$ cat config.mk
export PLATFORM = sky130hd
export DESIGN_NAME = sync_addsub_acc_flat
export DESIGN_NICKNAME = d
export VERILOG_FILES = /design/src/rtl/sync_addsub_acc_pkg.sv /design/src/rtl/sync_addsub_acc_if.sv /design/src/rtl/sync_addsub_acc_core.sv /design/src/rtl/sync_addsub_acc.sv /design/src/flat_wrapper.sv
export SDC_FILE = /design/constraint.sdc
export NUM_CORES = 1
export LEC_CHECK = 0
export CORE_MARGIN = 2
export CORE_UTILIZATION = 35
export CTS_BUF_LIST = sky130_fd_sc_hd__clkbuf_16
export DETAILED_ROUTE_END_ITERATION = 16
export HOLD_SLACK_MARGIN = 0.15
export PLACE_DENSITY = 0.66
export SLEW_MARGIN = 40
export SYNTH_ARGS = -nofsm -noshare
export SYNTH_HDL_FRONTEND = slang
export SYNTH_HIERARCHICAL = 1
export SYNTH_SLANG_ARGS = --single-unit
$ cat constraint.sdc
create_clock -name CLOCK_50 -period 5.9 [get_ports CLOCK_50]
set_input_delay 0.59 -clock CLOCK_50 [delete_from_list [all_inputs] [get_ports CLOCK_50]]
set_output_delay 0.59 -clock CLOCK_50 [all_outputs]
set_load 0.03 [all_outputs]
$ cat src/rtl/sync_addsub_acc_pkg.sv
// Shared opcode encoding and widths for the add/subtract accumulator
// and for the board top-levels that drive it.
package sync_addsub_acc_pkg;

  localparam int OP_W = 2;

  typedef enum logic [OP_W-1:0] {
    OP_ADD   = 2'b00,
    OP_SUB   = 2'b01,
    OP_LOAD  = 2'b10,
    OP_CLEAR = 2'b11
  } op_e;

endpackage

$ cat src/rtl/sync_addsub_acc_if.sv
// Operation request and result bundle for sync_addsub_acc.
// in_valid qualifies op/acc_mode/opA/opB for exactly one cycle; there is no
// backpressure, so every in_valid cycle is accepted, and out_valid pulses
// for exactly one cycle per accepted op with result/carry/overflow valid.
interface sync_addsub_acc_if
  import sync_addsub_acc_pkg::*;
#(
  parameter int W = 4
);
  logic            in_valid;
  logic [OP_W-1:0] op;
  logic            acc_mode;
  logic [W-1:0]    opA;
  logic [W-1:0]    opB;
  logic [W-1:0]    result;
  logic            carry;
  logic            overflow;
  logic            ovf_sticky;
  logic            out_valid;

  modport master (
    output in_valid, op, acc_mode, opA, opB,
    input  result, carry, overflow, ovf_sticky, out_valid
  );

  modport slave (
    input  in_valid, op, acc_mode, opA, opB,
    output result, carry, overflow, ovf_sticky, out_valid
  );
endinterface

$ cat src/rtl/sync_addsub_acc_core.sv
// Combinational W-bit add/subtract: carry-out and two's-complement overflow.
module sync_addsub_acc_core #(
  parameter int W = 4
) (
  input  logic [W-1:0] a,
  input  logic [W-1:0] b,
  input  logic         sub,
  output logic [W-1:0] sum,
  output logic         carry,
  output logic         overflow
);

  logic [W-1:0] b_eff;
  logic [W:0]   full;

  // Subtraction is A + ~B + 1, so carry-out reads as "no borrow".
  assign b_eff    = sub ? ~b : b;
  assign full     = {1'b0, a} + {1'b0, b_eff} + {{W{1'b0}}, sub};
  assign sum      = full[W-1:0];
  assign carry    = full[W];
  assign overflow = (a[W-1] == b_eff[W-1]) && (sum[W-1] != a[W-1]);

endmodule

$ cat src/rtl/sync_addsub_acc.sv
// Two-stage add/subtract unit with accumulator, optional saturation and
// sticky overflow; S1 captures the request, S2 computes and updates outputs.
module sync_addsub_acc
  import sync_addsub_acc_pkg::*;
#(
  parameter int W   = 4,
  parameter bit SAT = 1'b0
) (
  input  logic              CLOCK_50,
  input  logic              reset,
  sync_addsub_acc_if.slave  bus
);

  localparam logic [W-1:0] SAT_MAX = {1'b0, {(W-1){1'b1}}};
  localparam logic [W-1:0] SAT_MIN = {1'b1, {(W-1){1'b0}}};

  logic         s1_valid;
  op_e          s1_op;
  logic         s1_acc_mode;
  logic [W-1:0] s1_a;
  logic [W-1:0] s1_b;

  logic [W-1:0] acc;
  logic [W-1:0] result_q;
  logic         carry_q;
  logic         overflow_q;
  logic         sticky_q;
  logic         out_valid_q;

  logic [W-1:0] a_sel;
  logic [W-1:0] core_sum;
  logic         core_carry;
  logic         core_ovf;
  logic [W-1:0] nxt_result;
  logic         nxt_carry;
  logic         nxt_ovf;

  // The accumulator is only touched in S2, so chained acc_mode ops see
  // the previous op's result without any forwarding path.
  assign a_sel = s1_acc_mode ? acc : s1_a;

  sync_addsub_acc_core #(.W(W)) u_core (
    .a        (a_sel),
    .b        (s1_b),
    .sub      (s1_op == OP_SUB),
    .sum      (core_sum),
    .carry    (core_carry),
    .overflow (core_ovf)
  );

  always_comb begin
    nxt_result = core_sum;
    nxt_carry  = core_carry;
    nxt_ovf    = core_ovf;
    case (s1_op)
      OP_ADD, OP_SUB: begin
        // On signed overflow the true result lies beyond A's side of the range.
        if (SAT && core_ovf) begin
          nxt_result = a_sel[W-1] ? SAT_MIN : SAT_MAX;
        end
      end
      OP_LOAD: begin
        nxt_result = s1_b;
        nxt_carry  = 1'b0;
        nxt_ovf    = 1'b0;
      end
      OP_CLEAR: begin
        nxt_result = '0;
        nxt_carry  = 1'b0;
        nxt_ovf    = 1'b0;
      end
      default: ;
    endcase
  end

  always_ff @(posedge CLOCK_50) begin
    if (reset) begin
      s1_valid    <= 1'b0;
      s1_op       <= OP_ADD;
      s1_acc_mode <= 1'b0;
      s1_a        <= '0;
      s1_b        <= '0;
      acc         <= '0;
      result_q    <= '0;
      carry_q     <= 1'b0;
      overflow_q  <= 1'b0;
      sticky_q    <= 1'b0;
      out_valid_q <= 1'b0;
    end else begin
      s1_valid    <= bus.in_valid;
      s1_op       <= op_e'(bus.op);
      s1_acc_mode <= bus.acc_mode;
      s1_a        <= bus.opA;
      s1_b        <= bus.opB;
      out_valid_q <= s1_valid;
      if (s1_valid) begin
        acc        <= nxt_result;
        result_q   <= nxt_result;
        carry_q    <= nxt_carry;
        overflow_q <= nxt_ovf;
        if (s1_op == OP_CLEAR) begin
          sticky_q <= 1'b0;
        end else if (nxt_ovf) begin
          sticky_q <= 1'b1;
        end
      end
    end
  end

  assign bus.result     = result_q;
  assign bus.carry      = carry_q;
  assign bus.overflow   = overflow_q;
  assign bus.ovf_sticky = sticky_q;
  assign bus.out_valid  = out_valid_q;

endmodule

$ cat src/flat_wrapper.sv
// flat-port wrapper written by rule: the top's interface ports become plain ports
module sync_addsub_acc_flat import sync_addsub_acc_pkg::*;
#(
  parameter int W   = 4,
  parameter bit SAT = 1'b0
)
  (CLOCK_50, reset, bus_in_valid, bus_op, bus_acc_mode, bus_opA, bus_opB, bus_result, bus_carry, bus_overflow, bus_ovf_sticky, bus_out_valid);
  sync_addsub_acc_if #(.W(W)) bus_i ();
  input  logic CLOCK_50;
  input  logic reset;
  input wire logic [$bits(bus_i.in_valid)-1:0] bus_in_valid;
  input wire logic [$bits(bus_i.op)-1:0] bus_op;
  input wire logic [$bits(bus_i.acc_mode)-1:0] bus_acc_mode;
  input wire logic [$bits(bus_i.opA)-1:0] bus_opA;
  input wire logic [$bits(bus_i.opB)-1:0] bus_opB;
  output wire logic [$bits(bus_i.result)-1:0] bus_result;
  output wire logic [$bits(bus_i.carry)-1:0] bus_carry;
  output wire logic [$bits(bus_i.overflow)-1:0] bus_overflow;
  output wire logic [$bits(bus_i.ovf_sticky)-1:0] bus_ovf_sticky;
  output wire logic [$bits(bus_i.out_valid)-1:0] bus_out_valid;
  assign bus_i.in_valid = bus_in_valid;
  assign bus_i.op = bus_op;
  assign bus_i.acc_mode = bus_acc_mode;
  assign bus_i.opA = bus_opA;
  assign bus_i.opB = bus_opB;
  assign bus_result = bus_i.result;
  assign bus_carry = bus_i.carry;
  assign bus_overflow = bus_i.overflow;
  assign bus_ovf_sticky = bus_i.ovf_sticky;
  assign bus_out_valid = bus_i.out_valid;
  sync_addsub_acc #(.W(W), .SAT(SAT)) u_core (.CLOCK_50(CLOCK_50), .reset(reset), .bus(bus_i));
endmodule
* Yosys cells after proc, flatten, opt, wreduce, memory -nomap -nowiden
Index checks and enable logic that the tools add are counted.
** Operators by class
- Eq/ne operators :: 5
- Shift-type cells :: 0
- Bitwise logic cells :: 1
- Reductions and logical operators :: 4
- Add/subtract/negate cells :: 2
- Multiplexer cells :: 7
- Multiply operators :: 0
- $lt $le $gt $ge :: 0
- Div/mod/pow operators :: 0
** Operator list (number)
- 4-bit 2-to-1 mux :: 2
- 4-bit case mux with 2 select lines :: 1
- 4-bit by 4-bit adder with 5-bit output :: 1
- 5-bit by 1-bit adder with 5-bit output :: 1
- 2-bit equality test (second input constant) :: 2
- 1-bit 2-to-1 mux :: 4
- 4-bit NOT :: 1
- 2-bit by 1-bit equality test with 1-bit output (second input constant) :: 1
- 2-bit AND reduction :: 1
- 2-bit nonzero test :: 1
- 2-bit OR reduction :: 1
- 1-bit equality test :: 1
- 1-bit logical AND :: 1
- 1-bit inequality test :: 1
** Storage, ports and cells
- Bits in read-only memories :: 0
- Word-level logic and storage cells :: 29
- Memory bits (writable) :: 0
- Bits of input ports :: 14
- Memories :: 0
- Flip-flop bits (word level) :: 20
- Output and inout bits :: 8
- Latch bits :: 0

* Longest topological paths before layout
Gate-level depths: netlist of run 1.
- Depth in word-level cells :: 9
- Depth in mapped cells :: 8
- Gate-level depth less buffers :: 8

* Modules after synthesis
The synthesis of run 1 kept the hierarchy.
** By module, submodules not included
- sync_addsub_acc :: area an instance 754.5 um^2, sequential area each 400.4 um^2, cells an instance 64, instances 1
- sync_addsub_acc_core :: area an instance 193.9 um^2, sequential area each 0.0 um^2, cells an instance 18, instances 1

* Worst setup path after synthesis of run 1
OpenSTA, ideal clock, no wires.
- Path type :: flip-flop to flip-flop
- From :: reg u_core.s1_op[1]
- To :: reg u_core.sticky_q, in the netlist u_core/bus.ovf_sticky
- Stages on the path, launching flop included :: 9
- Slack :: 3.724 ns
- Clock period less this slack :: 2.176 ns
- Setup time :: 0.129 ns
- Data required time :: 5.771 ns
- Buffers on the path :: 0
- Arrival :: 2.047 ns
- Path through :: dfxtp_1 and2b_1 xor2_1 ha_1 a21o_1 a31oi_4 mux2_4 a21oi_2 a2111oi_2
** Between the ends
- Word-level cells in the longest chain between the ends :: 9
- Elaborated cells on any way between the ends :: 14
- Those cells by class :: 2 x add/sub; 5 x eq/ne; 3 x mux; 4 x reduce/logical
** Ends and longest elaborated chain
- from (decl) :: RTL line sync_addsub_acc.sv:18 : op_e s1_op;
- from (signal assigned) :: RTL line sync_addsub_acc.sv:91 : s1_op <= op_e'(bus.op);
- 2-bit by 1-bit equality test with 1-bit output * :: RTL line sync_addsub_acc.sv:45 : .sub (s1_op == OP_SUB),
- 4-bit 2-to-1 mux :: RTL line sync_addsub_acc_core.sv:17 : assign b_eff = sub ? ~b : b;
- 4-bit by 4-bit adder with 5-bit output :: RTL line sync_addsub_acc_core.sv:18 : assign full = {1'b0, a} + {1'b0, b_eff} + {{W{1'b0}}, sub};
- 5-bit by 1-bit adder with 5-bit output :: RTL line sync_addsub_acc_core.sv:18
- 1-bit inequality test :: RTL line sync_addsub_acc_core.sv:21 : assign overflow = (a[W-1] == b_eff[W-1]) && (sum[W-1] != a[W-1]);
- 1-bit logical AND * :: RTL line sync_addsub_acc_core.sv:21
- net u_core.core_ovf :: RTL line sync_addsub_acc.sv:33 : logic core_ovf;
- 1-bit 2-to-1 mux * :: RTL line sync_addsub_acc.sv:55 : case (s1_op)
- 2-bit nonzero test (no line) *
- 2-bit AND reduction (no line) *
- to (signal assigned) :: RTL line sync_addsub_acc.sv:87 : sticky_q <= 1'b0;
- to (signal assigned) :: RTL line sync_addsub_acc.sv:102 : sticky_q <= 1'b0;
- to (signal assigned) :: RTL line sync_addsub_acc.sv:104 : sticky_q <= 1'b1;
- to (decl) :: RTL line sync_addsub_acc.sv:27 : logic sticky_q;
Mark *: on every way through the listed nets, which the timed path passes. The rest lies on a longest branch.
A chain may end at the register's enable or synchronous reset.

* Final worst setup path of run 1
Ends and elaborated chain as after synthesis.

==> qor.txt, run 1 <==
Status -> finished, final reports clean
DRT iter0 DRCs -> 3
Synthesized net count -> 100
Top delay family on crit path -> compound AO/OA/AOI/OAI gates
Worst-path cell chain -> and2b_1 -> xor2_1 -> ha_1 -> a21o_1 -> a31oi_4 -> mux2_4 -> a21oi_2 -> a2111oi_2
Register share of total power -> 43.5%
# diodes -> 0
Hold Path Cell Cnt -> 2
R2R depth -> 8
Required time of the critical path -> 6020 ps
Internal power -> 264 uW
Leakage -> 0.543 nW
Predominant post-synthesis flop cell -> dfxtp_1
Gr usage total -> 13.4%
Clk_skew -> 1.89 ps
Post-synth ARST share -> 0%
Number of max-cap violations -> 0
Relative slew slack -> 67.0%
Area delta synth->final -> 31.7%
Nets@finish -> 123
Reg-to-Reg Start -> u_core/s1_op[1]$_SDFF_PP0_
# rows -> 18
Min Tclk post-route -> 2400 ps
Resized Gates After CTS -> 0
Combinational fraction of design power -> 16.8%
Final instance area -> 1250 um2
Largest area contributor in the synthesized netlist -> dfxtp_1
Sw Share -> 23.1%
Post-route ant nets -> 0
Reg-to-Reg End -> u_core/bus.ovf_sticky$_SDFFE_PP0P_
Vias in the first global route -> 732
Post-Synthesis Cells -> 82
Start point of the worst hold path -> u_core/bus.overflow$_SDFFE_PP0P_
Least-Margin Pin Slew -> 495 ps
Wire per inst -> 13.9 um
Mapped Area -> 948 um2
Drt drc -> 0
CP max FO -> 10
R2R Setup Slk -> 3500 ps
Grt ovf -> 0
Via count -> 686
Die H -> 56.1 um
FMAX -> 0.416 GHz
Sequential Area -> 400 um2
RSZ-0062 raised after global routing -> false
Final Wtd Congestion -> 0.741
Setup bufs post-CTS -> 0
Worst Path Arrival -> 2520 ps
Layout cells sized above 1 -> 16.5%
Synth warnings -> 6
P_sw -> 79.1 uW
Crit start category -> register
Crit Path Class -> reg -> reg
Cell Area, Placed -> 1180 um2
Clock Tree Root -> clkbuf_16
Final hold vios -> 0
Hold endpoint -> u_core/bus.overflow$_SDFFE_PP0P_
#FFs+latches synth -> 20
Detailed Route WL -> 1.85 mm
Clk pwr share -> 39.7%
WP buf/inv -> 0
Max VDD drop -> 0.188 mV
Critical Path End Type -> register
Fill cells -> 240
PD cells -> 274 nW/um2
CTS tree -> built
Post-synth EDFFs -> 0
I/O Buffers -> 21
First-pass detailed-route iteration total -> 4
Combined area of the multi-input logic cells -> 527 um2
CTS H-Tree Depth -> 1
Initial core utilization -> 37.6%
First-pass GRT wire length -> 3.24 mm
Slowest CP cell -> dfxtp_1
CTS max path bufs -> 2
Final setup violation count -> 0
Count leader, synth -> dfxtp_1
Worst min path class -> reg -> reg
Vias per inst -> 5.16
DIE AREA -> 3140 um2
Power consumption -> 343 uW
CORE AREA -> 2520 um2
Clock latency on the worst-skew pair -> 250 ps
Post-CTS Hold Buffers -> 0
Initial antenna violation count -> 0
Clock-pin slew on the worst setup and hold paths -> 50 ps
Distinct cell type count after synthesis -> 26
Sequential cell area fraction in the yosys report -> 42.2%
Slew Viols, Final -> 0
Share of the synthesized area in the top cell type -> 42.2%
Top Ports -> 22
Clock buffer count from CTS -> 3
Largest cells by area after synthesis -> dfxtp_1 (42%), nor2b_1 (9.2%), mux2_2 (4.7%)
Critical Path Max Stage Delay -> 500 ps
Setup TNS -> 0 ps
Largest net degree at the start of global routing -> 26
Die Wd -> 56.1 um
Most frequent cells after synthesis -> dfxtp_1 (20), nor2b_1 (14), xor2_1 (5)
Syn Area/Cell -> 11.6 um2
DP HPWL -> 1.31 mm
Tcrit/Tclk final -> 40.7%
Clk sinks -> 20
## logic make-up (layout without fill, tap and decap cells)
kind of cell | after synthesis | count (layout) | synth area share, %
simple gates | 30 | 30 | 24.1
flops | 20 | 20 | 42.2
compound gates | 12 | 12 | 11.9
xor+xnor | 6 | 6 | 5.54
mux | 6 | 6 | 7.92
fa+ha+maj | 4 | 4 | 6.07
buf+inv | 4 | 25 | 2.24
## how the worst max path moves through the flow
stage | start | to | slack, ps | depth (start not counted)
floorplan | u_core/s1_op[1]$_SDFF_PP0_ | u_core/bus.ovf_sticky$_SDFFE_PP0P_ | 3720 | 8
global placement | u_core/s1_op[1]$_SDFF_PP0_ | u_core/bus.ovf_sticky$_SDFFE_PP0P_ | 3480 | 8
detailed placement | u_core/s1_op[1]$_SDFF_PP0_ | u_core/bus.ovf_sticky$_SDFFE_PP0P_ | 3480 | 8
CTS | u_core/s1_op[1]$_SDFF_PP0_ | u_core/bus.ovf_sticky$_SDFFE_PP0P_ | 3470 | 8
global route | u_core/s1_op[1]$_SDFF_PP0_ | u_core/bus.ovf_sticky$_SDFFE_PP0P_ | 3370 | 8
finish | u_core/s1_op[1]$_SDFF_PP0_ | u_core/bus.ovf_sticky$_SDFFE_PP0P_ | 3500 | 8
## per-stage QoR
stage	hold WS [ps]	util (%)	setup slack (ps)	cells
floorplan	456	-	3720	82
global placement	460	46.7	3480	130
detailed placement	467	46.7	3480	130
CTS	475	49.7	3470	133
global route	491	49.5	3370	133
finish	470	49.5	3500	133
## layer usage
layer  vias up  GRT usage, %  wire (um)
met5         -             0          0
met4         0          10.2         82
met3         7          3.72         59
met2        14          22.5        915
met1       334          14.1        787
li1        331             -          -
## worst reg2reg max path, delay by kind of cell (launching register included)
kind,cells,cell delay (ps)
xor gates and xnor gates,1,180
muxes,1,330
and+or+nand+nor,1,290
DFF,1,500
adders and majority gates,1,360
AOI/OAI and AO/OA,4,600
## layout make-up
type	instances	share of cell area, %
multi-input combinational	58	42.2
sequential	20	32.1
timing repair buffer	21	16.4
clock buffer	3	6.01
tap	30	3.01
inverter	1	0.301
## power by group through the flow
stage	clock (mW)	combinational, mW	sequential (mW)
global route	0.147	0.0631	0.150
floorplan	0	0.0343	0.155
finish	0.136	0.0575	0.149
CTS	0.141	0.0585	0.149
detailed placement	0	0.0577	0.152
global placement	0	0.0561	0.152
## flip-flops by register name, indices dropped and copies added (netlist names)
name                   count
u_core/bus.overflow        1
u_core/bus.carry           1
u_core/bus.ovf_sticky      1
u_core/s1_b                4
u_core/s1_valid            1
u_core/s1_acc_mode         1
u_core/s1_a                4
u_core/bus.out_valid       1
u_core/s1_op               2
u_core/bus.result          4
## layout by cell type (no fill, tap or decap), drive strengths merged
cell and n:
a2111oi 1, a211o 4, a21o 3, a21oi 3
a31oi 1, and2b 1, and3 1, and4bb 5
buf 1, clkbuf 3, clkdlybuf4s50 20, dfxtp 20
fa 1, ha 3, inv 1, mux2 6
nand2b 2, nand3b 2, nor2 1, nor2b 14
nor3b 4, xnor2 1, xor2 5
No activity file was read; power rests on OpenSTA's default activity.
==> run 2, diff against run 1 <==
- PLACE_DENSITY: 0.66 -> 0.69
- clock period: 5.9 -> 2.1 ns (I/O delays scaled with it)
==> run 2 against run 1 <==
Combinational power grew to 3.3 times the previous value. Worst hold slack worse by 1.1 ps. Highest routed layer unchanged. Critical path type unchanged. Total power grew to 3.3 times the previous value.
==> qor.txt, run 2 (synthesized netlist as in run 1, its figures left out) <==
Status -> finished, final reports clean
Die Wd -> 56.1 um (unchanged)
Top Ports -> 22 (unchanged)
Grt ovf -> 0 (unchanged)
Relative slew slack -> 61.2% (-5.8 points)
Worst-path cell chain -> and2b_2 -> xor2_1 -> ha_1 -> a21o_1 -> a31oi_4 -> mux2_4 -> a21oi_4 -> a2111oi_2
Clk_skew -> 1.03 ps (-0.862 ps)
Nets@finish -> 132 (+7.3%)
R2R depth -> 8 (unchanged)
# rows -> 18 (unchanged)
Gr usage total -> 13.1% (-0.36 points)
Slowest CP cell -> mux2_4
Slew Viols, Final -> 0 (unchanged)
Clock Tree Root -> clkbuf_16
RSZ-0062 raised after global routing -> true
First-pass detailed-route iteration total -> 4 (unchanged)
Leakage -> 0.613 nW (+13%)
PD cells -> 810 nW/um2 (+200%)
Max VDD drop -> 0.631 mV (+240%)
Clock-pin slew on the worst setup and hold paths -> 60 ps (about the same)
Tcrit/Tclk final -> 98.1% (+57 points)
Least-Margin Pin Slew -> 581 ps (+86.5 ps)
Sw Share -> 21.2% (-1.9 points)
Clock buffer count from CTS -> 3 (unchanged)
CTS tree -> built
Final setup violation count -> 0 (unchanged)
Vias in the first global route -> 715 (-2.3%)
Post-route ant nets -> 0 (unchanged)
Drt drc -> 0 (unchanged)
FMAX -> 0.485 GHz (+17%)
Most frequent cells in the layout -> clkdlybuf4s50_1 (21), dfxtp_1 (18), nor2b_1 (14)
# placed instances -> 137 (+5.4%)
CTS max path bufs -> 2 (unchanged)
Register share of total power -> 37.0% (-6.5 points)
Final Wtd Congestion -> 0.750 (+1.2%)
Layout cells sized above 1 -> 28.3% (+12 points)
Critical Path Max Stage Delay -> 350 ps (-150 ps)
Area delta synth->final -> 46.4%
CORE AREA -> 2520 um2 (unchanged)
First-pass GRT wire length -> 3.19 mm (-1.7%)
Detailed Route WL -> 1.94 mm (+5.0%)
CTS H-Tree Depth -> 1 (unchanged)
Critical Path End Type -> register
P_sw -> 238 uW (+200%)
Clock latency on the worst-skew pair -> 250 ps (about the same)
DRT iter0 DRCs -> 6 (+3)
Crit Path Class -> reg -> reg
DP HPWL -> 1.45 mm (+11%)
Hold Path Cell Cnt -> 2 (unchanged)
I/O Buffers -> 21 (unchanged)
Post-CTS Hold Buffers -> 0 (unchanged)
Internal power -> 887 uW (+240%)
Initial antenna violation count -> 0 (unchanged)
Fin worst setup slack -> 39.8 ps (-3460 ps)
Die H -> 56.1 um (unchanged)
Worst slack at placement -> -58.1 ps (-3540 ps)
Wire per inst -> 13.6 um (-2.3%)
DIE AREA -> 3140 um2 (unchanged)
Number of max-cap violations -> 0 (unchanged)
Non-filler cells, final -> 143 (+7.5%)
Clk pwr share -> 46.1% (+6.4 points)
Worst Path Arrival -> 2200 ps (-320 ps)
Vias per inst -> 4.94 (-4.1%)
Combinational fraction of design power -> 16.9% (about the same)
Largest net degree at the start of global routing -> 17 (-35%)
Required time of the critical path -> 2240 ps (-3780 ps)
Crit start category -> register
Via count -> 707 (+3.1%)
CP max FO -> 4 (-6)
Cell Area, Placed -> 1240 um2 (+4.9%)
Clk sinks -> 20 (unchanged)
# diodes -> 0 (unchanged)
Final hold vios -> 0 (unchanged)
Worst min path class -> reg -> reg
Min Tclk post-route -> 2060 ps (-343 ps)
Commonest non-fill, non-tap cell in the layout -> clkdlybuf4s50_1
Initial core utilization -> 37.6% (unchanged)
Final instance area -> 1390 um2 (+11%)
Setup TNS -> 0 ps (unchanged)
run 2: power by group through the flow:
stage | logic, mW | clock network [mW] | registers, mW
after global routing | 0.207 | 0.548 | 0.419
after global placement | 0.172 | 0 | 0.423
after detailed placement | 0.179 | 0 | 0.424
after CTS | 0.181 | 0.532 | 0.416
final | 0.190 | 0.519 | 0.417
after floorplan | 0.0964 | 0 | 0.434
run 2: worst paths after layout:
kind	from	end	slack [ps]
worst max-delay path	u_core/s1_op[1]$_SDFF_PP0_	u_core/bus.ovf_sticky$_SDFFE_PP0P_	40
worst min-delay path	u_core/bus.carry$_SDFFE_PP0P_	u_core/bus.carry$_SDFFE_PP0P_	470
worst max register to register	u_core/s1_op[1]$_SDFF_PP0_	u_core/bus.ovf_sticky$_SDFFE_PP0P_	40
worst min register to register	u_core/bus.carry$_SDFFE_PP0P_	u_core/bus.carry$_SDFFE_PP0P_	470
run 2: final cells by class:
type	instances	area, um2
fill	230	1130
sequential	20	408
timing repair buffer	30	278
inverter	1	3.75
clock buffer	3	75.1
tap	30	37.5
clock inverter	1	30.0
multi-input combinational	58	557
run 2: what timing repair did:
action,CTS,global route
gates resized for setup,2,5
setup buffers,0,2
pin swaps,0,8
endpoints found under the setup margin,1,4
run 2: layer usage:
layer / part of all wire [%] / up-vias / wire [um] / global-route usage, %
li1: - / 353 / - / -
met1: 43 / 338 / 826 / 14.7
met2: 54 / 14 / 1050 / 23.9
met3: 2.6 / 2 / 50 / 2.09
met4: 0.62 / 0 / 12 / 6.12
met5: 0 / - / 0 / 0
run 2: critical path: cells and delay by family, from the launching register on:
family	cells	cell delay, ps
AO/OA/AOI/OAI	4	540
XOR/XNOR	1	170
flip-flops	1	340
adder cells (fa/ha/maj)	1	290
multiplexers	1	350
AND/OR/NAND/NOR	1	260
run 2: metrics by stage:
stage                     util [%]  hold WS (ps)  total power [mW]
after floorplan                  -           337             0.531
after detailed placement      49.0           461             0.603
after global routing          55.1           495              1.17
after global placement        49.0           456             0.595
final                         55.1           469              1.13
after CTS                     53.3           471              1.13
